File: src/rtl/ecc_secded_codec_if.sv
// ECC SECDED codec bus interface.
// APB slave port plus the result bus.
interface ecc_secded_codec_if #(
  parameter int AMBA_ADDR_WIDTH = 20,
  parameter int AMBA_WORD       = 32,
  parameter int DATA_WIDTH      = 32
);
  logic [AMBA_ADDR_WIDTH-1:0] paddr;
  logic [AMBA_WORD-1:0]       pwdata;
  logic                       penable;
  logic                       psel;
  logic                       pwrite;
  logic [AMBA_WORD-1:0]       prdata;
  logic [DATA_WIDTH-1:0]      data_out;
  logic                       operation_done;
  logic [1:0]                 num_of_errors;

  modport master (
    output paddr, pwdata, penable, psel, pwrite,
    input  prdata, data_out, operation_done, num_of_errors
  );

  modport slave (
    input  paddr, pwdata, penable, psel, pwrite,
    output prdata, data_out, operation_done, num_of_errors
  );
endinterface

File: src/rtl/ecc_secded_codec.sv
// APB-programmable SECDED codec, 8/16/32-bit codewords.
// Sequenced encode / decode / channel with error counters.
module ecc_secded_codec #(
  parameter int AMBA_ADDR_WIDTH = 20,
  parameter int AMBA_WORD       = 32,
  parameter int DATA_WIDTH      = 32
) (
  input logic clk,
  input logic rst,
  ecc_secded_codec_if.slave bus
);

  typedef enum logic [2:0] {
    S_IDLE, S_LOAD, S_ENC, S_SYN, S_FIX, S_DONE
  } state_t;

  localparam logic [1:0] OP_ENC = 2'd0;
  localparam logic [1:0] OP_DEC = 2'd1;

  // Hamming position of data bit i: i-th non-power-of-two.
  localparam logic [4:0] POS [26] = '{
    5'd3,  5'd5,  5'd6,  5'd7,  5'd9,  5'd10, 5'd11,
    5'd12, 5'd13, 5'd14, 5'd15, 5'd17, 5'd18, 5'd19,
    5'd20, 5'd21, 5'd22, 5'd23, 5'd24, 5'd25, 5'd26,
    5'd27, 5'd28, 5'd29, 5'd30, 5'd31
  };

  function automatic logic [31:0] kmask(input logic [1:0] wc);
    unique case (wc)
      2'd0:    return 32'h0000_000F;
      2'd1:    return 32'h0000_07FF;
      default: return 32'h03FF_FFFF;
    endcase
  endfunction

  function automatic logic [31:0] nmask(input logic [1:0] wc);
    unique case (wc)
      2'd0:    return 32'h0000_00FF;
      2'd1:    return 32'h0000_FFFF;
      default: return 32'hFFFF_FFFF;
    endcase
  endfunction

  function automatic logic [4:0] pmask(input logic [1:0] wc);
    unique case (wc)
      2'd0:    return 5'h07;
      2'd1:    return 5'h0F;
      default: return 5'h1F;
    endcase
  endfunction

  function automatic logic [4:0] kbits(input logic [1:0] wc);
    unique case (wc)
      2'd0:    return 5'd4;
      2'd1:    return 5'd11;
      default: return 5'd26;
    endcase
  endfunction

  function automatic logic [4:0] topbit(input logic [1:0] wc);
    unique case (wc)
      2'd0:    return 5'd7;
      2'd1:    return 5'd15;
      default: return 5'd31;
    endcase
  endfunction

  // Parity vector is the XOR of the positions of all set data bits.
  function automatic logic [4:0] ham(input logic [25:0] d);
    logic [4:0] p;
    p = '0;
    for (int i = 0; i < 26; i++)
      if (d[i]) p ^= POS[i];
    return p;
  endfunction

  function automatic logic [31:0] enc(
    input logic [1:0]  wc,
    input logic [31:0] din
  );
    logic [31:0] d;
    logic [31:0] cw;
    d  = din & kmask(wc);
    cw = d | (32'(ham(26'(d))) << kbits(wc));
    cw[topbit(wc)] = ^cw;
    return cw;
  endfunction

  // Returns {overall parity, syndrome}.
  function automatic logic [5:0] synd(
    input logic [1:0]  wc,
    input logic [31:0] cw
  );
    logic [31:0] r;
    logic [31:0] d;
    logic [4:0]  rp;
    r  = cw & nmask(wc);
    d  = r & kmask(wc);
    rp = 5'(r >> kbits(wc)) & pmask(wc);
    return {^r, ham(26'(d)) ^ rp};
  endfunction

  state_t               state;
  logic [1:0]           op_q;
  logic [1:0]           wc_q;
  logic [31:0]          din_s;
  logic [31:0]          noise_s;
  logic [31:0]          cw_q;
  logic [4:0]           syn_q;
  logic                 ovr_q;
  logic [DATA_WIDTH-1:0] dout_q;
  logic [1:0]           nerr_q;
  logic                 done_q;
  logic [AMBA_WORD-1:0] sgl_q;
  logic [AMBA_WORD-1:0] dbl_q;
  logic [AMBA_WORD-1:0] prdata_q;
  logic [AMBA_WORD-1:0] data_q;
  logic [AMBA_WORD-1:0] noise_q;
  logic [1:0]           width_q;
  logic [1:0]           ctrl_q;

  logic        busy;
  logic [4:0]  addr;
  logic        wr;
  logic        rd;
  logic        sel_ctrl, sel_data, sel_width, sel_noise;
  logic        sel_sgl, sel_dbl, sel_stat;
  logic        start;
  logic        clr_cnt;
  logic [31:0] enc_cw;
  logic [5:0]  syn_c;
  logic [31:0] fix_data;
  logic [1:0]  fix_err;
  logic        unused_addr;

  assign busy      = (state != S_IDLE);
  assign addr      = bus.paddr[4:0];
  assign wr        = bus.psel & bus.penable & bus.pwrite & ~busy;
  assign rd        = bus.psel & ~bus.penable & ~bus.pwrite;
  assign sel_ctrl  = (addr == 5'h00);
  assign sel_data  = (addr == 5'h04);
  assign sel_width = (addr == 5'h08);
  assign sel_noise = (addr == 5'h0C);
  assign sel_sgl   = (addr == 5'h10);
  assign sel_dbl   = (addr == 5'h14);
  assign sel_stat  = (addr == 5'h18);
  assign start     = wr & sel_ctrl & (bus.pwdata[1:0] != 2'd3);
  assign clr_cnt   = wr & (sel_sgl | sel_dbl);
  assign enc_cw    = enc(wc_q, din_s);
  assign syn_c     = synd(wc_q, cw_q);
  assign unused_addr = ^bus.paddr[AMBA_ADDR_WIDTH-1:5];

  // Correct the data field from the registered syndrome.
  always_comb begin
    fix_data = cw_q & kmask(wc_q);
    fix_err  = 2'd0;
    if (ovr_q) begin
      fix_err = 2'd1;
      for (int i = 0; i < 26; i++)
        if (POS[i] == syn_q) fix_data[i] = ~fix_data[i];
    end else if (syn_q != 5'd0) begin
      fix_err = 2'd2;
    end
  end

  // Configuration registers, written only while idle.
  always_ff @(posedge clk or negedge rst) begin
    if (!rst) begin
      ctrl_q  <= '0;
      data_q  <= '0;
      width_q <= '0;
      noise_q <= '0;
    end else begin
      if (wr & sel_ctrl)  ctrl_q  <= bus.pwdata[1:0];
      if (wr & sel_data)  data_q  <= bus.pwdata;
      if (wr & sel_width) width_q <= bus.pwdata[1:0];
      if (wr & sel_noise) noise_q <= bus.pwdata;
    end
  end

  // Read data captured in the setup phase, held through access.
  always_ff @(posedge clk or negedge rst) begin
    if (!rst) begin
      prdata_q <= '0;
    end else if (rd) begin
      unique case (1'b1)
        sel_ctrl:  prdata_q <= AMBA_WORD'(ctrl_q);
        sel_data:  prdata_q <= data_q;
        sel_width: prdata_q <= AMBA_WORD'(width_q);
        sel_noise: prdata_q <= noise_q;
        sel_sgl:   prdata_q <= sgl_q;
        sel_dbl:   prdata_q <= dbl_q;
        sel_stat:  prdata_q <= AMBA_WORD'(busy);
        default:   prdata_q <= '0;
      endcase
    end
  end

  // Operation sequencer, result bus and saturating counters.
  always_ff @(posedge clk or negedge rst) begin
    if (!rst) begin
      state   <= S_IDLE;
      op_q    <= '0;
      wc_q    <= '0;
      din_s   <= '0;
      noise_s <= '0;
      cw_q    <= '0;
      syn_q   <= '0;
      ovr_q   <= 1'b0;
      dout_q  <= '0;
      nerr_q  <= '0;
      done_q  <= 1'b0;
      sgl_q   <= '0;
      dbl_q   <= '0;
    end else begin
      done_q <= 1'b0;
      unique case (state)
        S_IDLE: begin
          if (start) begin
            op_q  <= bus.pwdata[1:0];
            state <= S_LOAD;
          end
        end
        S_LOAD: begin
          wc_q    <= width_q;
          din_s   <= data_q[31:0];
          noise_s <= noise_q[31:0];
          cw_q    <= data_q[31:0] & nmask(width_q);
          state   <= (op_q == OP_DEC) ? S_SYN : S_ENC;
        end
        S_ENC: begin
          if (op_q == OP_ENC) begin
            dout_q <= enc_cw;
            nerr_q <= 2'd0;
            done_q <= 1'b1;
            state  <= S_DONE;
          end else begin
            cw_q  <= (enc_cw ^ noise_s) & nmask(wc_q);
            state <= S_SYN;
          end
        end
        S_SYN: begin
          ovr_q <= syn_c[5];
          syn_q <= syn_c[4:0];
          state <= S_FIX;
        end
        S_FIX: begin
          dout_q <= fix_data;
          nerr_q <= fix_err;
          done_q <= 1'b1;
          state  <= S_DONE;
        end
        S_DONE: begin
          if (op_q != OP_ENC) begin
            if (nerr_q == 2'd1 && !(&sgl_q))
              sgl_q <= sgl_q + AMBA_WORD'(1);
            if (nerr_q == 2'd2 && !(&dbl_q))
              dbl_q <= dbl_q + AMBA_WORD'(1);
          end
          state <= S_IDLE;
        end
        default: state <= S_IDLE;
      endcase
      if (clr_cnt) begin
        sgl_q <= '0;
        dbl_q <= '0;
      end
    end
  end

  assign bus.prdata         = prdata_q;
  assign bus.data_out       = dout_q;
  assign bus.operation_done = done_q;
  assign bus.num_of_errors  = nerr_q;

endmodule

File: src/flat_wrapper.sv
// flat-port wrapper written by rule: the top's interface ports become plain ports
module ecc_secded_codec_flat 
#(
  parameter int AMBA_ADDR_WIDTH = 20,
  parameter int AMBA_WORD       = 32,
  parameter int DATA_WIDTH      = 32
)
  (clk, rst, bus_paddr, bus_pwdata, bus_penable, bus_psel, bus_pwrite, bus_prdata, bus_data_out, bus_operation_done, bus_num_of_errors);
  ecc_secded_codec_if #(.AMBA_ADDR_WIDTH(AMBA_ADDR_WIDTH), .AMBA_WORD(AMBA_WORD), .DATA_WIDTH(DATA_WIDTH)) bus_i ();
  input logic clk;
  input logic rst;
  input wire logic [$bits(bus_i.paddr)-1:0] bus_paddr;
  input wire logic [$bits(bus_i.pwdata)-1:0] bus_pwdata;
  input wire logic [$bits(bus_i.penable)-1:0] bus_penable;
  input wire logic [$bits(bus_i.psel)-1:0] bus_psel;
  input wire logic [$bits(bus_i.pwrite)-1:0] bus_pwrite;
  output wire logic [$bits(bus_i.prdata)-1:0] bus_prdata;
  output wire logic [$bits(bus_i.data_out)-1:0] bus_data_out;
  output wire logic [$bits(bus_i.operation_done)-1:0] bus_operation_done;
  output wire logic [$bits(bus_i.num_of_errors)-1:0] bus_num_of_errors;
  assign bus_i.paddr = bus_paddr;
  assign bus_i.pwdata = bus_pwdata;
  assign bus_i.penable = bus_penable;
  assign bus_i.psel = bus_psel;
  assign bus_i.pwrite = bus_pwrite;
  assign bus_prdata = bus_i.prdata;
  assign bus_data_out = bus_i.data_out;
  assign bus_operation_done = bus_i.operation_done;
  assign bus_num_of_errors = bus_i.num_of_errors;
  ecc_secded_codec #(.AMBA_ADDR_WIDTH(AMBA_ADDR_WIDTH), .AMBA_WORD(AMBA_WORD), .DATA_WIDTH(DATA_WIDTH)) u_core (.clk(clk), .rst(rst), .bus(bus_i));
endmodule
File: config.mk
export PLATFORM = sky130hd
export DESIGN_NAME = ecc_secded_codec_flat
export DESIGN_NICKNAME = d
export VERILOG_FILES = /design/src/rtl/ecc_secded_codec_if.sv /design/src/rtl/ecc_secded_codec.sv /design/src/flat_wrapper.sv
export SDC_FILE = /design/constraint.sdc
export NUM_CORES = 1
export LEC_CHECK = 0
export ABC_AREA = 1
export BUFFER_PORTS_ARGS = -buffer_cell sky130_fd_sc_hd__buf_2
export CAP_MARGIN = 20
export CORE_MARGIN = 2
export CORE_UTILIZATION = 55
export DETAILED_ROUTE_END_ITERATION = 10
export PLACE_DENSITY_LB_ADDON = 0.08
export SLEW_MARGIN = 10
export SYNTH_ARGS = -nofsm -noshare
export SYNTH_HDL_FRONTEND = slang
export SYNTH_SLANG_ARGS = --single-unit
File: constraint.sdc
create_clock -name clk -period 2.5 [get_ports clk]
set_input_delay 0.125 -clock clk [delete_from_list [all_inputs] [get_ports clk]]
set_output_delay 0.125 -clock clk [all_outputs]
set_load 0.05 [all_outputs]
==> flow_metrics.py <==
metrics = {
    "status": {
        "status": "complete, but fails checks",
        "violations": "negative setup slack",
    },
    "detailed_routing": {
        "drt-initial-drc-count": 1747,
        "dr.pass1.iters": 5,
        "vias_per_cell": 5.878,
        "top_layer": "met4",
        "num_vias": 18920,
        "wl_met1_mm": 25.31,
        "ant_nets": 0,
        "drt-wirelength-per-cell_um": 21.18,
        "drcViolationCount": 0,
        "wl_met2_mm": 32.25,
        "wl_mm": 68.18,
        "wl_met3_mm": 5.177,
    },
    "setup_path": {
        "cp_num_buf_inv": 4,
        "crit_path_end_kind": "flip-flop",
        "critPathLaunch": "u_core.state[0]",
        "r2r_end": "u_core.sgl_q[27]",
        "cp.required_ps": 2970,
        "path_depth": 19,
        "path_max_fanout": 3,
        "cp-start-kind": "flip-flop",
        "max_stage_delay_ps": 400,
        "crit_family": "simple AND/OR/NAND/NOR gates",
        "reg2reg_from": "u_core.state[0]",
        "crit_type": "reg -> reg",
        "cp_common_cell": "nand2_4",
        "regToRegSetupSlack_ps": -600,
        "worst-r2r-cell-count": 19,
        "endpoint": "u_core.sgl_q[27]",
        "crit_arrival_ps": 3570,
        "cp_cell_sequence": "buf_4 > nand3_4 > nor4_4 > buf_4 > nand2_4 > nand2_4 > buf_6 > inv_4 > nor3_4 > nand2_4 > nor3_4 > nand2_2 > nor2_4 > nand3_4 > nor3_2 > nand2_2 > o21ai_2 > nand2_1 > nor2_2",
        "slowest_stage": "dfrtp_2",
    },
    "place": {
        "hpwlAfterDp_mm": 46.25,
        "dp_slack_ps": -589.6,
        "place_congestion": 1.055,
        "place_area_um2": 20560,
        "portBuffers": 108,
        "dp_cells": 3017,
    },
    "die": {
        "die_height_um": 180.1,
        "fp-row-count": 64,
        "core_um2": 30590,
        "die_area_um2": 32440,
        "die_w_um": 180.1,
        "ios": 124,
        "initial_core_util": 0.5577,
    },
    "cts": {
        "cts_buffers": 34,
        "cts.sinks": 302,
        "clock_latency_ps": 540,
        "cts_tree": "yes",
        "root_buffer": "clkbuf_16",
        "clock_tree.buffer_depth": 3,
        "cts.clk_slew.worst_paths_ps": 60,
        "ctsHtreeMaxLevel": 2,
    },
    "synth": {
        "synthTopCellsByArea": "dfrtp_1 44%, nand2_1 15%, o21ai_0 6.0%",
        "yosysTopAreaCell": "dfrtp_1",
        "synth_seq_area_share": 0.4430,
        "synth_common_cells": "700 x nand2_1, 302 x dfrtp_1, 235 x inv_1",
        "syn_nets": 2318,
        "synthCells": 2259,
        "synth_top_area_frac": 0.4430,
        "synth_edf_count": 0,
        "async_reset_ff_frac": 1.000,
        "synth_area_um2": 17060,
        "ys_ff_latch": 302,
        "synth_area_per_cell_um2": 7.552,
        "ys_types": 56,
        "ys.flop_type": "dfrtp_1",
        "synth.most_common_cell": "nand2_1",
        "yosys_warnings": 0,
    },
    "grt": {
        "grt_use_total": 0.3960,
        "antenna_found_initial": 1,
        "overflow": 0,
        "grt_max_degree": 104,
        "grt_pass1_wl_mm": 100.8,
        "grt_pass1_vias": 18300,
    },
    "layout": {
        "multi_input_area_um2": 10110,
        "area_delta_synth_final_pct": 46.18,
        "nets": 2856,
        "stdcell_count": 3219,
        "drive_gt1_frac": 0.3558,
        "final_area_um2": 24940,
        "final_util": 0.8152,
        "ff_latch_area_um2": 7562,
        "fillers": 1933,
    },
    "pwr": {
        "peakVddDrop_v": 0.0007087,
        "p_switching_mw": 10.49,
        "combPwrFrac": 0.505,
        "pwr_density_cell_nw_per_um2": 961.8,
        "p_int_mw": 13.49,
        "power_leakage_nw": 12.23,
        "clock_power_share": 0.213,
        "pwr-share-seq": 0.283,
        "netSwitchingFraction": 0.4374,
    },
    "sta": {
        "maxSlewHeadroom": 0.5521,
        "hold_viol": 0,
        "min_period_ps": 3096,
        "finalSetupViolations": 43,
        "grt_setup_unrepaired": "true",
        "fin_worst_skew_ps": 27.54,
        "setup_slack_ps": -596.4,
        "worst_pin_slew_ps": 665.8,
        "fmax_mhz": 323.0,
        "slew_viol_final": 0,
        "hold_ws_ps": 38.01,
        "period_share": 1.239,
    },
    "job": {
        "drv_cap": 0,
    },
    "worst_hold_path": {
        "hold_class": "in -> async",
    },
}
layout by cell type (no fill, tap or decap), types with 66 or more instances in the layout:
| master | n |
|---|---|
| nand2_1 | 595 |
| buf_4 | 363 |
| dfrtp_1 | 298 |
| inv_1 | 206 |
| o21ai_0 | 177 |
| buf_2 | 107 |
| nand3_1 | 79 |
| nand2_2 | 79 |
| nor2_1 | 75 |
| a21oi_1 | 74 |
| xor2_1 | 66 |
through the flow:
step / TNS [ps] / power, mW
floorplan: -93.85 / 12.17
global placement: -8457 / 15.60
detailed placement: -12730 / 15.79
CTS: -5279 / 21.98
global route: -15620 / 25.09
finish: -10900 / 23.98
power by group through the flow:
stage / Combinational, mW / Clock (mW) / Sequential (mW)
2_1_floorplan: 4.99 / 0 / 7.19
3_3_place_gp: 8.90 / 0 / 6.70
3_5_place_dp: 9.05 / 0 / 6.74
4_1_cts: 10.2 / 5.12 / 6.68
5_1_grt: 12.9 / 5.31 / 6.86
6_report: 12.1 / 5.10 / 6.78
layer usage:
layer | up-vias | global-route usage
met3 | 311 | 0.05780
met2 | 1048 | 0.6627
li1 | 8497 | -
met4 | 0 | 0.2268
met5 | - | 0
met1 | 9065 | 0.4925
cell type report:
cell class / instances / area share
diodes: 1 / 0.0001004
inverters: 247 / 0.03828
clock inverters: 12 / 0.006021
repair buffers: 579 / 0.1873
clock buffers: 49 / 0.03959
flip-flops and latches: 302 / 0.3033
multi-input cells: 1632 / 0.4053
well taps: 396 / 0.01987
repair inverters: 1 / 0.0003011
kinds of logic after synthesis:
logic type | count (synthesis) | synth area share
muxes | 31 | 0.02046
xor gates and xnor gates | 114 | 0.05853
adders and majority gates | 2 | 0.001467
AOI/OAI and AO/OA | 401 | 0.1342
buffers and inverters | 325 | 0.07313
DFF | 302 | 0.4430
and+or+nand+nor | 1084 | 0.2693
how the worst min path moves through the flow:
stage	depth (start not counted)	end	start	slack, ps
5_1_grt	2	u_core.bus.num_of_errors[0]	rst	70
3_5_place_dp	1	u_core.bus.num_of_errors[0]	rst	4
4_1_cts	2	u_core.bus.num_of_errors[0]	rst	40
2_1_floorplan	0	u_core.bus.data_out[0]	rst	-170
3_3_place_gp	1	u_core.bus.num_of_errors[0]	rst	1
6_report	2	u_core.bus.num_of_errors[0]	rst	40
flip-flops by register name, summed over array words and instances, names as in the netlist, 2 cells and up:
| name | count |
|---|---|
| u_core.width_q | 2 |
| u_core.noise_s | 32 |
| u_core.bus.prdata | 32 |
| u_core.syn_q | 5 |
| u_core.op_q | 2 |
| u_core.ctrl_q | 2 |
| u_core.bus.num_of_errors | 2 |
| u_core.wc_q | 2 |
| u_core.bus.data_out | 32 |
| u_core.dbl_q | 32 |
| u_core.sgl_q | 32 |
| u_core.cw_q | 32 |
| u_core.din_s | 26 |
| u_core.state | 3 |
| u_core.noise_q | 32 |
| u_core.data_q | 32 |
timing repair:
action,in CTS,in global routing
cloned,2,5
endpoints found under the setup margin,48,102
hold buffers,33,0
pin swaps,81,148
resized for setup,221,295
setup buffers,88,56
hold endpoints to repair,372,0
Note: power is estimated with default switching activity, not from simulation.
